`config.mk`:
```
export PLATFORM = sky130hd
export DESIGN_NAME = mem_wb_stage
export DESIGN_NICKNAME = d
export VERILOG_FILES = /design/src/rtl/mem_wb_stage.sv
export SDC_FILE = /design/constraint.sdc
export NUM_CORES = 1
export LEC_CHECK = 0
export ABC_AREA = 1
export CAP_MARGIN = 40
export CORE_MARGIN = 5
export CORE_UTILIZATION = 40
export CTS_BUF_LIST = sky130_fd_sc_hd__clkbuf_4
export CTS_CLUSTER_SIZE = 25
export DETAILED_ROUTE_END_ITERATION = 10
export PLACE_DENSITY_LB_ADDON = 0.12
export SKIP_CTS_REPAIR_TIMING = 1
export SLEW_MARGIN = 20
export SYNTH_ARGS = -nofsm -noshare
export SYNTH_HDL_FRONTEND = slang
export SYNTH_SLANG_ARGS = --single-unit
```
`constraint.sdc`:
```
create_clock -name clk -period 1.6 [get_ports clk]
set_input_delay 0.32 -clock clk [delete_from_list [all_inputs] [get_ports clk]]
set_output_delay 0.32 -clock clk [all_outputs]
set_load 0.01 [all_outputs]
```
`src/rtl/mem_wb_stage.sv`:
```
// MEM/WB stage: load align/extend, writeback mux, regfile controls, retire/load counters; 1-cycle latency.
// stall holds the stage and the counters, flush inserts a bubble; rst clears everything and takes priority.
module mem_wb_stage #(
  parameter int DATA_W     = 64,
  parameter int REG_ADDR_W = 5,
  parameter int CNT_W      = 32
) (
  input  logic                  clk,
  input  logic                  rst,
  input  logic [DATA_W-1:0]     MEM_Result,
  input  logic [DATA_W-1:0]     EXE_MEM_Result,
  input  logic [REG_ADDR_W-1:0] EXE_MEM_Dest,
  input  logic                  EXE_MEM_Valid,
  input  logic                  EXE_MEM_RegWrite,
  input  logic                  EXE_MEM_MemToReg,
  input  logic                  EXE_MEM_Byte,
  input  logic                  double,
  input  logic                  EXE_MEM_Signed,
  input  logic                  stall,
  input  logic                  flush,
  output logic [DATA_W-1:0]     WB_Data,
  output logic [REG_ADDR_W-1:0] WB_Dest,
  output logic                  WB_RegWrite,
  output logic                  WB_Valid,
  output logic [CNT_W-1:0]      RetireCount,
  output logic [CNT_W-1:0]      LoadCount
);

  logic [DATA_W-1:0]     load_ext;
  logic [DATA_W-1:0]     wb_data_d, wb_data_q;
  logic [REG_ADDR_W-1:0] wb_dest_d, wb_dest_q;
  logic                  wb_rw_d, wb_rw_q;
  logic                  wb_vld_d, wb_vld_q;
  logic [CNT_W-1:0]      ret_cnt_d, ret_cnt_q;
  logic [CNT_W-1:0]      ld_cnt_d, ld_cnt_q;

  // Byte access wins over double; word is the remaining case.
  always_comb begin
    load_ext = MEM_Result;
    if (EXE_MEM_Byte) begin
      load_ext = {{(DATA_W-8){EXE_MEM_Signed & MEM_Result[7]}}, MEM_Result[7:0]};
    end else if (!double) begin
      load_ext = {{(DATA_W-32){EXE_MEM_Signed & MEM_Result[31]}}, MEM_Result[31:0]};
    end
  end

  always_comb begin
    wb_data_d = wb_data_q;
    wb_dest_d = wb_dest_q;
    wb_rw_d   = wb_rw_q;
    wb_vld_d  = wb_vld_q;
    ret_cnt_d = ret_cnt_q;
    ld_cnt_d  = ld_cnt_q;
    if (flush) begin
      wb_data_d = '0;
      wb_dest_d = '0;
      wb_rw_d   = 1'b0;
      wb_vld_d  = 1'b0;
    end else if (!stall) begin
      wb_data_d = EXE_MEM_MemToReg ? load_ext : EXE_MEM_Result;
      wb_dest_d = EXE_MEM_Dest;
      wb_vld_d  = EXE_MEM_Valid;
      wb_rw_d   = EXE_MEM_Valid & EXE_MEM_RegWrite & (EXE_MEM_Dest != '0);
      // Counters saturate at all-ones instead of wrapping.
      if (EXE_MEM_Valid && ret_cnt_q != {CNT_W{1'b1}}) begin
        ret_cnt_d = ret_cnt_q + CNT_W'(1);
      end
      if (EXE_MEM_Valid && EXE_MEM_MemToReg && ld_cnt_q != {CNT_W{1'b1}}) begin
        ld_cnt_d = ld_cnt_q + CNT_W'(1);
      end
    end
  end

  always_ff @(posedge clk) begin
    if (rst) begin
      wb_data_q <= '0;
      wb_dest_q <= '0;
      wb_rw_q   <= 1'b0;
      wb_vld_q  <= 1'b0;
      ret_cnt_q <= '0;
      ld_cnt_q  <= '0;
    end else begin
      wb_data_q <= wb_data_d;
      wb_dest_q <= wb_dest_d;
      wb_rw_q   <= wb_rw_d;
      wb_vld_q  <= wb_vld_d;
      ret_cnt_q <= ret_cnt_d;
      ld_cnt_q  <= ld_cnt_d;
    end
  end

  assign WB_Data     = wb_data_q;
  assign WB_Dest     = wb_dest_q;
  assign WB_RegWrite = wb_rw_q;
  assign WB_Valid    = wb_vld_q;
  assign RetireCount = ret_cnt_q;
  assign LoadCount   = ld_cnt_q;

endmodule

```
Word level (Yosys, flattened, before mapping)
Cells that the tools add are included.
{ "word_totals": {"reg_bits": 135, "inputBits": 143, "output_inout_bits": 135, "wordCells": 26} }
{ "op_classes": {"addsub": 2, "eq_ne": 2, "n_mux": 3, "bitwise": 6, "reduce_logical": 7} }
{ "ops": {"columns": ["op", "n"], "rows": [
  ["$mux W64", 3],
  ["$add A32 B1 Y32 const B", 2],
  ["$ne A32 B32 Y1 const B", 2],
  ["$reduce_and A3 Y1", 2],
  ["$reduce_bool A5 Y1", 1],
  ["$and A1 B1 Y1", 4],
  ["$logic_and A1 B1 Y1", 3],
  ["$not A1 Y1", 2],
  ["$reduce_or A2 Y1", 1]
]} }

Longest topological paths before layout
Gate-level depths: netlist of the first run.
{ "depth": {"depth_word": 4, "mapped_depth": 11, "ltp_nobuf": 10} }

Worst setup path before layout of the first run
No wires, ideal clock.
{ "synth_timing": {"kind": "reg-to-reg", "startpoint": "register ret_cnt_q[1] (netlist: RetireCount[1])", "endpoint": "register ret_cnt_q[5] (netlist: RetireCount[5])", "setup_ps": 113, "arrival_ps": 1531, "t_required_ps": 1487, "slack_ps": -43, "path_stages_with_launch": 12, "path_buffers": 1, "period_less_slack_ps": 1643, "path_cell_list": "dfxtp_1 -> ha_1 -> nand2_2 -> nor2_4 -> nand2_4 -> nor2_8 -> nand2_4 -> nand3_4 -> buf_8 -> nand2_1 -> nand2_1 -> nor2_1"} }
{ "synth_between": {"elab_chain_len": 3, "elab_cells_between_ends": 4, "classes_between": "1 x add/sub; 1 x eq/ne; 2 x reduce/logical"} }
{ "synth_rtl": {"columns": ["item", "line", "rtl"], "rows": [
  ["from (decl)", "34", "logic [CNT_W-1:0] ret_cnt_d, ret_cnt_q;"],
  ["from (signal assigned)", "87", "ret_cnt_q <= ret_cnt_d;"],
  ["branches (longest 3 deep; another with $add A32 B1 Y32)", null, null]
]} }
Parallel ways; which one is timed is not known.
A chain may end at the register's enable or synchronous reset.

Final worst setup path of the first run
{ "layout_timing": {"startpoint": "register ld_cnt_q[1] (netlist: LoadCount[1])", "endpoint": "register ld_cnt_q[26] (netlist: LoadCount[26])"} }
{ "layout_between": {"elab_chain_len": 3, "elab_cells_between_ends": 4, "classes_between": "1 x add/sub; 1 x eq/ne; 2 x reduce/logical"} }
{ "layout_rtl": {"columns": ["item", "line", "rtl"], "rows": [
  ["from (decl)", "35", "logic [CNT_W-1:0] ld_cnt_d, ld_cnt_q;"],
  ["from (signal assigned)", "88", "ld_cnt_q <= ld_cnt_d;"],
  ["branches (longest 3 deep; another with $add A32 B1 Y32)", null, null]
]} }
Parallel ways; which one is timed is not known.

==> results list, run 1 <==
- The flow ran to the end, but the final reports show violations.
- The final reports fail on negative setup slack.
- In this design, the stage delay of the slowest critical-path cell is 410 ps.
- Most common cell in the netlist: nand2_1
- Global-route congestion overflow total: 0
- For the worst-skew pair, the clock arrives at the later sink with an insertion delay of 580 ps.
- Path class of the lowest-slack min-delay path: in2reg
- Detail Placement HPWL: 20.3 mm
* Gr usage total: 24.3%
* Fmax: 556 MHz
- Number of violations of the max-capacitance limit: 0
- Maximum number of pins on one net before global-route repair: 97
* Total power after layout: 7.61 mW
- Yosys printed 0 warnings.
- Setup-violating endpoint count in the final report: 35
* Cell with the largest stage delay on the worst path: a21oi_4
- Setup repair after global routing could not meet its margin everywhere.
- R2r startpoint: LoadCount[1]$_SDFFE_PP0P_
- At the end of the flow the core is filled with cells to 67.4%.
- First-pass GRT wire length: 42.7 mm
- After the last flow step, the layout net total stands at 1674.
- From synthesis to final layout, the design area changed by 67.6%.
* Maximum fanout count along the critical path: 8
- Share of Yosys cell area claimed by the top area cell type: 36.2%
- Drt first-iter violations: 652
- Power spread over the standard cell area amounts to 608 nW/um^2.
- Relative slew slack: 67.9%
* Cells traversed along the worst timing path: ha_4 -> nand2_4 -> nor2_4 -> nand2_4 -> nor2_4 -> a21oi_4 -> buf_4 -> buf_6 -> a21oi_2 -> nor2_1
- Setup slack on the worst reg-to-reg path comes out at -200 ps.
- Cell class contributing the biggest share of worst-path delay: compound AO/OA/AOI/OAI gates
- Rows: 50
- Cell depth of the worst min-delay path: 4
* Chip width: 147 um
* CTS tree: built
- DR DRC count: 0
- Once the floorplan was initialized, standard cells occupied 40.2% of the core.
- The worst register-to-register path ends at LoadCount[26]$_SDFFE_PP0P_.
* Post-synthesis area per instance: 6.45 sq um
- Critical Path Sink Type: flop
* CTS sink cnt: 135
- Most instantiated cells after synthesis: nand2_1 (224), nor2_1 (201), dfxtp_1 (135)
- Synthesized instance count: 1159
- For this block, the routed nets add up to 29.3 mm of wire.
- Counting cells, the worst reg-to-reg path comes to 10.
- Buffers added on ports: 277
- Clock period minus worst slack: 1800 ps
* Setup crit start kind: flop
- Antenna violations before repair: 2
- Across all setup checks in the final design, the least slack found is -197 ps.
- When the netlist entered floorplanning its net count stood at 1304.
* Top cell type by total area after synthesis: dfxtp_1
* EDFF count, synth: 0
- The netlist uses 37 different library cells.
- Crit path arrival time: 2320 ps
* Origin of the worst min-delay path: EXE_MEM_Byte
- Die Outline Area: 21500 sq um
- Minimum hold slack: 266 ps
- Highest ir drop seen on vdd: 0.000415 V
- Clock Tree Root: clkbuf_4
- Biggest area contributors in the synthesized netlist: dfxtp_1 (36%), nand2_1 (11%), nor2_1 (10%)
- For this run, the detailed router's first-pass iteration total came to 5.
- Routability-driven placement finished with a final weighted congestion of 0.886.
- Dividing the detail-routed wire length by the instance count gives 16.5 um.
- Reg clk slew, reported paths: 160 ps
* Synth Register Bits: 135
- The analysis attributes to cell leakage a power of 6.81 nW.
* Share of the yosys chip area belonging to registers: 36.2%
- Final setup skew: 39.8 ps
- Vias/cell: 5.17
* Clk buf depth: 2
- The routed layout has 9186 vias.
- The post-route netlist has 27.3% of its cells at a drive strength greater than 1.
* Number of global-route vias before repair: 8336
- In this run the count of I/O pins placed on the die edge is 278.
* Number of failing hold endpoints at the final stage: 0
* Area of the core: 18600 sq um
- Of all flip-flops after synthesis, the portion carrying an async set or reset was 0%.
* Transition at the pin with the smallest max-transition slack: 481 ps
* Final Max Tran Viols: 0
- Worst setup slack before clock tree synthesis: -413 ps
- Worst setup path category: reg2reg
- Post-DRT Antenna Nets: 0
* Endpoint with the worst hold slack: WB_Data[29]$_SDFFE_PP0N_
- CTS H-Tree Depth: 4
* Tcrit/Tclk final: 112%
- The floorplan step set the die height to 147 um.
- CTS buffer count: 17
- Data required time at the worst endpoint: 2120 ps
- The critical path contains buffers and inverters numbering 2 combined.
- Top flip-flop cell by instance count after synthesis: dfxtp_1
- The mapped netlist covers 7470 sq um.
-- worst reg2reg max path, delay by kind of cell, from the launching register on --
| kind | cells | cell delay (ps) |
|---|---|---|
| flip-flops | 1 | 370 |
| AO/OA/AOI/OAI | 2 | 460 |
| AND/OR/NAND/NOR | 5 | 430 |
| adder cells (fa/ha/maj) | 1 | 170 |
| buffers and inverters | 2 | 320 |
-- layout by cell type (no fill, tap or decap), drive strengths merged, types with 3 or more instances in the layout --
cell type      instances
nand2                233
nor2                 216
clkdlybuf4s50        140
buf                  136
dfxtp                135
inv                  128
a21oi                127
dlymetal6s2s          92
o21ai                 76
nand3                 72
clkbuf                64
o22ai                 56
xor2                  10
o21bai                10
nand4                  9
mux2                   8
clkinv                 8
nor3                   5
nand3b                 4
bufinv                 4
and2                   3
clkinvlp               3
-- logic make-up (layout without fill, tap and decap cells) --
kind of cell             after synthesis  count (layout)  synth area share, %
AO/OA/AOI/OAI                        269             269                 19.7
AND/OR/NAND/NOR                      541             543                 31.0
flip-flops                           135             135                 36.2
multiplexers                           8               8                 1.21
adder cells (fa/ha/maj)                2               2                0.335
other                                  0               2                    0
buffers and inverters                194             575                 10.4
XOR/XNOR                              10              10                 1.17
-- worst max-delay path by stage --
| stage | startpoint | slack, ps | endpoint | cells after the start |
|---|---|---|---|---|
| after floorplan | LoadCount[1]$_SDFFE_PP0P_ | 30 | LoadCount[2]$_SDFFE_PP0P_ | 10 |
| final | LoadCount[1]$_SDFFE_PP0P_ | -200 | LoadCount[26]$_SDFFE_PP0P_ | 10 |
| after detailed placement | stall | -410 | LoadCount[12]$_SDFFE_PP0P_ | 11 |
| after global routing | LoadCount[1]$_SDFFE_PP0P_ | -220 | LoadCount[26]$_SDFFE_PP0P_ | 10 |
| after CTS | RetireCount[2]$_SDFFE_PP0P_ | -490 | RetireCount[2] | 2 |
| after global placement | stall | -320 | RetireCount[20]$_SDFFE_PP0P_ | 11 |
-- per-layer routing --
layer / GRT usage (%) / vias up / share of wire [%]
met5: 0 / - / 0
met4: 7.10 / 0 / 3.0
met3: 7.82 / 65 / 8.9
met2: 41.3 / 417 / 50
met1: 29.3 / 4199 / 38
li1: - / 4505 / -
-- per-stage QoR --
stage                     instances  setup TNS [ps]  instance area [sq um]
after CTS                      1749          -41700                  11500
after floorplan                1159               0                   7480
final                          1778           -3170                  12500
after global routing           1778           -5930                  12500
after detailed placement       1717          -28440                  11200
after global placement         1717          -25260                  11200
-- layout make-up --
type | count | area (sq um)
antenna | 2 | 5.00
clock inverter | 14 | 183
clock buffer | 18 | 135
sequential | 135 | 2810
tap | 234 | 293
multi-input combinational | 832 | 4510
timing repair buffer | 414 | 4110
inverter | 129 | 485
fill | 1590 | 6060
-- power breakdown --
group / switching (mW) / total [mW] / internal, mW
sequential: 0.0563 / 3.50 / 3.44
combinational: 0.700 / 1.49 / 0.789
clock: 1.38 / 2.62 / 1.24
total: 2.14 / 7.61 / 5.47
-- state kept, by name (all words and copies together) (netlist names) --
register	flops
LoadCount	32
RetireCount	32
WB_Data	64
WB_Dest	5
WB_RegWrite	1
WB_Valid	1
Note: power is estimated with default switching activity, not from simulation.
==> inputs of run 2 (changes only) <==
Settings changed: CAP_MARGIN 40 to 15, CORE_UTILIZATION 40 to 25.
==> results list, run 2 (same netlist as run 1, synthesis figures left out) <==
- The instance area after placement was 11700 sq um (+4.4%).
- The post-DP HPWL came to 22.7 mm (+12%).
- The fraction of final layout cells sized beyond drive strength 1 is 25.9% (-1.4 points).
* Final Max Tran Viols: 0 (unchanged)
* GP Congestion: 0.863 (-2.6%)
* Reg clk slew, reported paths: 130 ps (-30 ps)
* Vias/cell: 4.50 (-13%)
* Tcrit/Tclk final: 102% (-10 points)
- Chip width: 183 um (+25%)
- The die boundary height came to 183 um (+25%).
- Total power after layout: 7.61 mW (about the same)
- The run finished, with violations left.
- Critical Path Sink Type: flop
- The utilization of the core after routing is 43.3% (-24 points).
- Final setup skew: 34.1 ps (-5.68 ps)
* Most common cell after layout, fill and taps aside: nand2_1
* Violated checks: negative setup slack
- Setup-violating endpoint count in the final report: 6 (-83%)
- The wire length after detailed routing came to 30.2 mm (+3.3%).
* 1st-pass router iterations: 7 (+2)
- Setup repair after global routing could not meet its margin everywhere.
- Highest-count cells in the layout ignoring fill and taps: nand2_1 (208), nor2_1 (173), buf_4 (146)
* Data required time at the worst endpoint: 2080 ps (-40 ps)
* CTS sink cnt: 135 (unchanged)
- Drt first-iter violations: 399 (-39%)
- Number of failing hold endpoints at the final stage: 0 (unchanged)
* Setup crit start kind: flop
- Area taken by flip-flops and latches: 2800 sq um (-0.22%)
* Layout net count: 1706 (+1.9%)
* Number of global-route vias before repair: 8426 (+1.1%)
- TritonCTS built the clock tree.
- The largest individual stage delay along the critical path comes from the cell dfxtp_2.
- Initial Utilization: 25.3% (-15 points)
- The global-route wire length before repair was 45.6 mm (+6.9%).
* CTS buffer count: 17 (unchanged)
* Total area of multi-input combinational cells: 4350 sq um (-3.5%)
- Overall via count from detail_route: 8840 (-3.8%)
* Cell area power density: 594 nW/um^2 (-2.3%)
* Longest individual stage delay on the worst path: 390 ps (-20 ps)
* Transition at the pin with the smallest max-transition slack: 521 ps (+39.6 ps)
* Filler cell count in the final layout: 3088 (+94%)
- The maximum fanout along the worst path is 5 (-3).
* Fmax: 613 MHz (+10%)
- Clk buf depth: 2 (unchanged)
- The number of design rule violations left after detail routing was 0 (unchanged).
- Global-route congestion overflow total: 0 (unchanged)
- Area delta synth->final: 71.4%
* Path class of the lowest-slack min-delay path: in2reg
- The later-pin clock latency in the skew report was 550 ps (-30 ps).
* Die Outline Area: 33500 sq um (+55%)
* Worst setup path category: reg2reg
- Clock Tree Root: clkbuf_4
- Buffers added on ports: 277 (unchanged)
* Number of primary I/O pins: 278 (unchanged)
* Rows: 63 (+26%)
* Worst-case setup margin in the final layout: -30.3 ps (+167 ps)
* Leakage power figure: 7.10 nW (+4.1%)
* Layout Cell Area excl Fill: 12800 sq um (+2.3%)
- The number of nets still failing antenna checks after routing is 0 (unchanged).
- The largest net degree at the start of global routing was 130 (+34%).
- The number of flip-flops under the largest register name was 64 (unchanged).
- Traced cell by cell, the critical path runs through ha_4 -> nand2_4 -> nor2_4 -> nand2_4 -> nor2_4 -> a21oi_4 -> buf_6 -> clkbuf_16 -> nand3_2 -> nand2_1 -> nor2_1.
* Total negative slack: -79.8 ps (+3090 ps)
* Routed wirelength normalized by instance count: 15.4 um (-6.6%)
- Relative slew slack: 65.3% (-2.6 points)
- Antenna violations before repair: 3 (+1)
* Area of the core: 29600 sq um (+59%)
- Gr usage total: 16.9% (-7.4 points)
- Count of non-filler cells in the finished layout: 1965 (+11%)
- The arrival time reported for the critical path endpoint is 2110 ps (-210 ps).
- The clock period minus final worst setup slack is 1630 ps (-167 ps).
* Post-Place Cells: 1909 (+11%)
- Number of violations of the max-capacitance limit: 0 (unchanged)
- Highest ir drop seen on vdd: 0.000421 V (+1.5%)
- CTS H-Tree Depth: 4 (unchanged)
[run 2: cell types whose count changed in the layout (fill, tap and decap cells not counted), sizes merged]
cell,change
clkinvlp,+1
clkinv,-4
diode,-1
nand3,-1
bufinv,-1
dlymetal6s2s,+10
inv,+3
buf,+37
clkbuf,-13
[run 2: where the power goes]
group | total, mW | switching, mW | leakage [nW] | internal [mW]
clock network | 2.62 | 1.48 | 0.157 | 1.14
logic | 1.48 | 0.687 | 5.81 | 0.797
registers | 3.51 | 0.0562 | 1.13 | 3.45
total | 7.61 | 2.23 | 7.10 | 5.38
[run 2: layout make-up]
type / count / area share, %
clock inverter: 13 / 1.32
timing repair buffer: 447 / 34.2
clock buffer: 19 / 1.11
sequential: 135 / 21.8
inverter: 129 / 3.79
multi-input combinational: 831 / 33.9
tap: 390 / 3.81
antenna: 1 / 0.0195
[run 2: through the flow]
step	worst slack, ps	hold slack (ps)
2_1_floorplan	33.4	460
3_3_place_gp	-419	451
3_5_place_dp	-440	451
4_1_cts	-499	229
5_1_grt	-110	292
6_report	-30.3	283
[run 2: path summary, 6_finish.rpt]
check / from / to / slack, ps / cells past startpoint
setup / recovery: LoadCount[1]$_SDFFE_PP0P_ / LoadCount[11]$_SDFFE_PP0P_ / -30 / 11
hold / removal: EXE_MEM_Byte / WB_Data[62]$_SDFFE_PP0N_ / 280 / 4
setup reg to reg: LoadCount[1]$_SDFFE_PP0P_ / LoadCount[11]$_SDFFE_PP0P_ / -30 / 11
hold reg to reg: WB_Dest[4]$_SDFFE_PP0N_ / WB_Dest[4]$_SDFFE_PP0N_ / 460 / 2
[run 2: per-layer routing]
metal	part of all wire (%)	up-vias	global-route usage, %
li1	-	4575	-
met1	43	3985	21.0
met2	48	243	28.4
met3	7.5	33	5.32
met4	1.8	4	4.65
met5	0.076	-	0
[run 2: worst max-delay path: cells and delay by family, from the launching register on]
family	cells	cell delay, ps
AOI/OAI and AO/OA	1	130
adders and majority gates	1	160
buffers and inverters	2	290
DFF	1	390
and+or+nand+nor	7	600
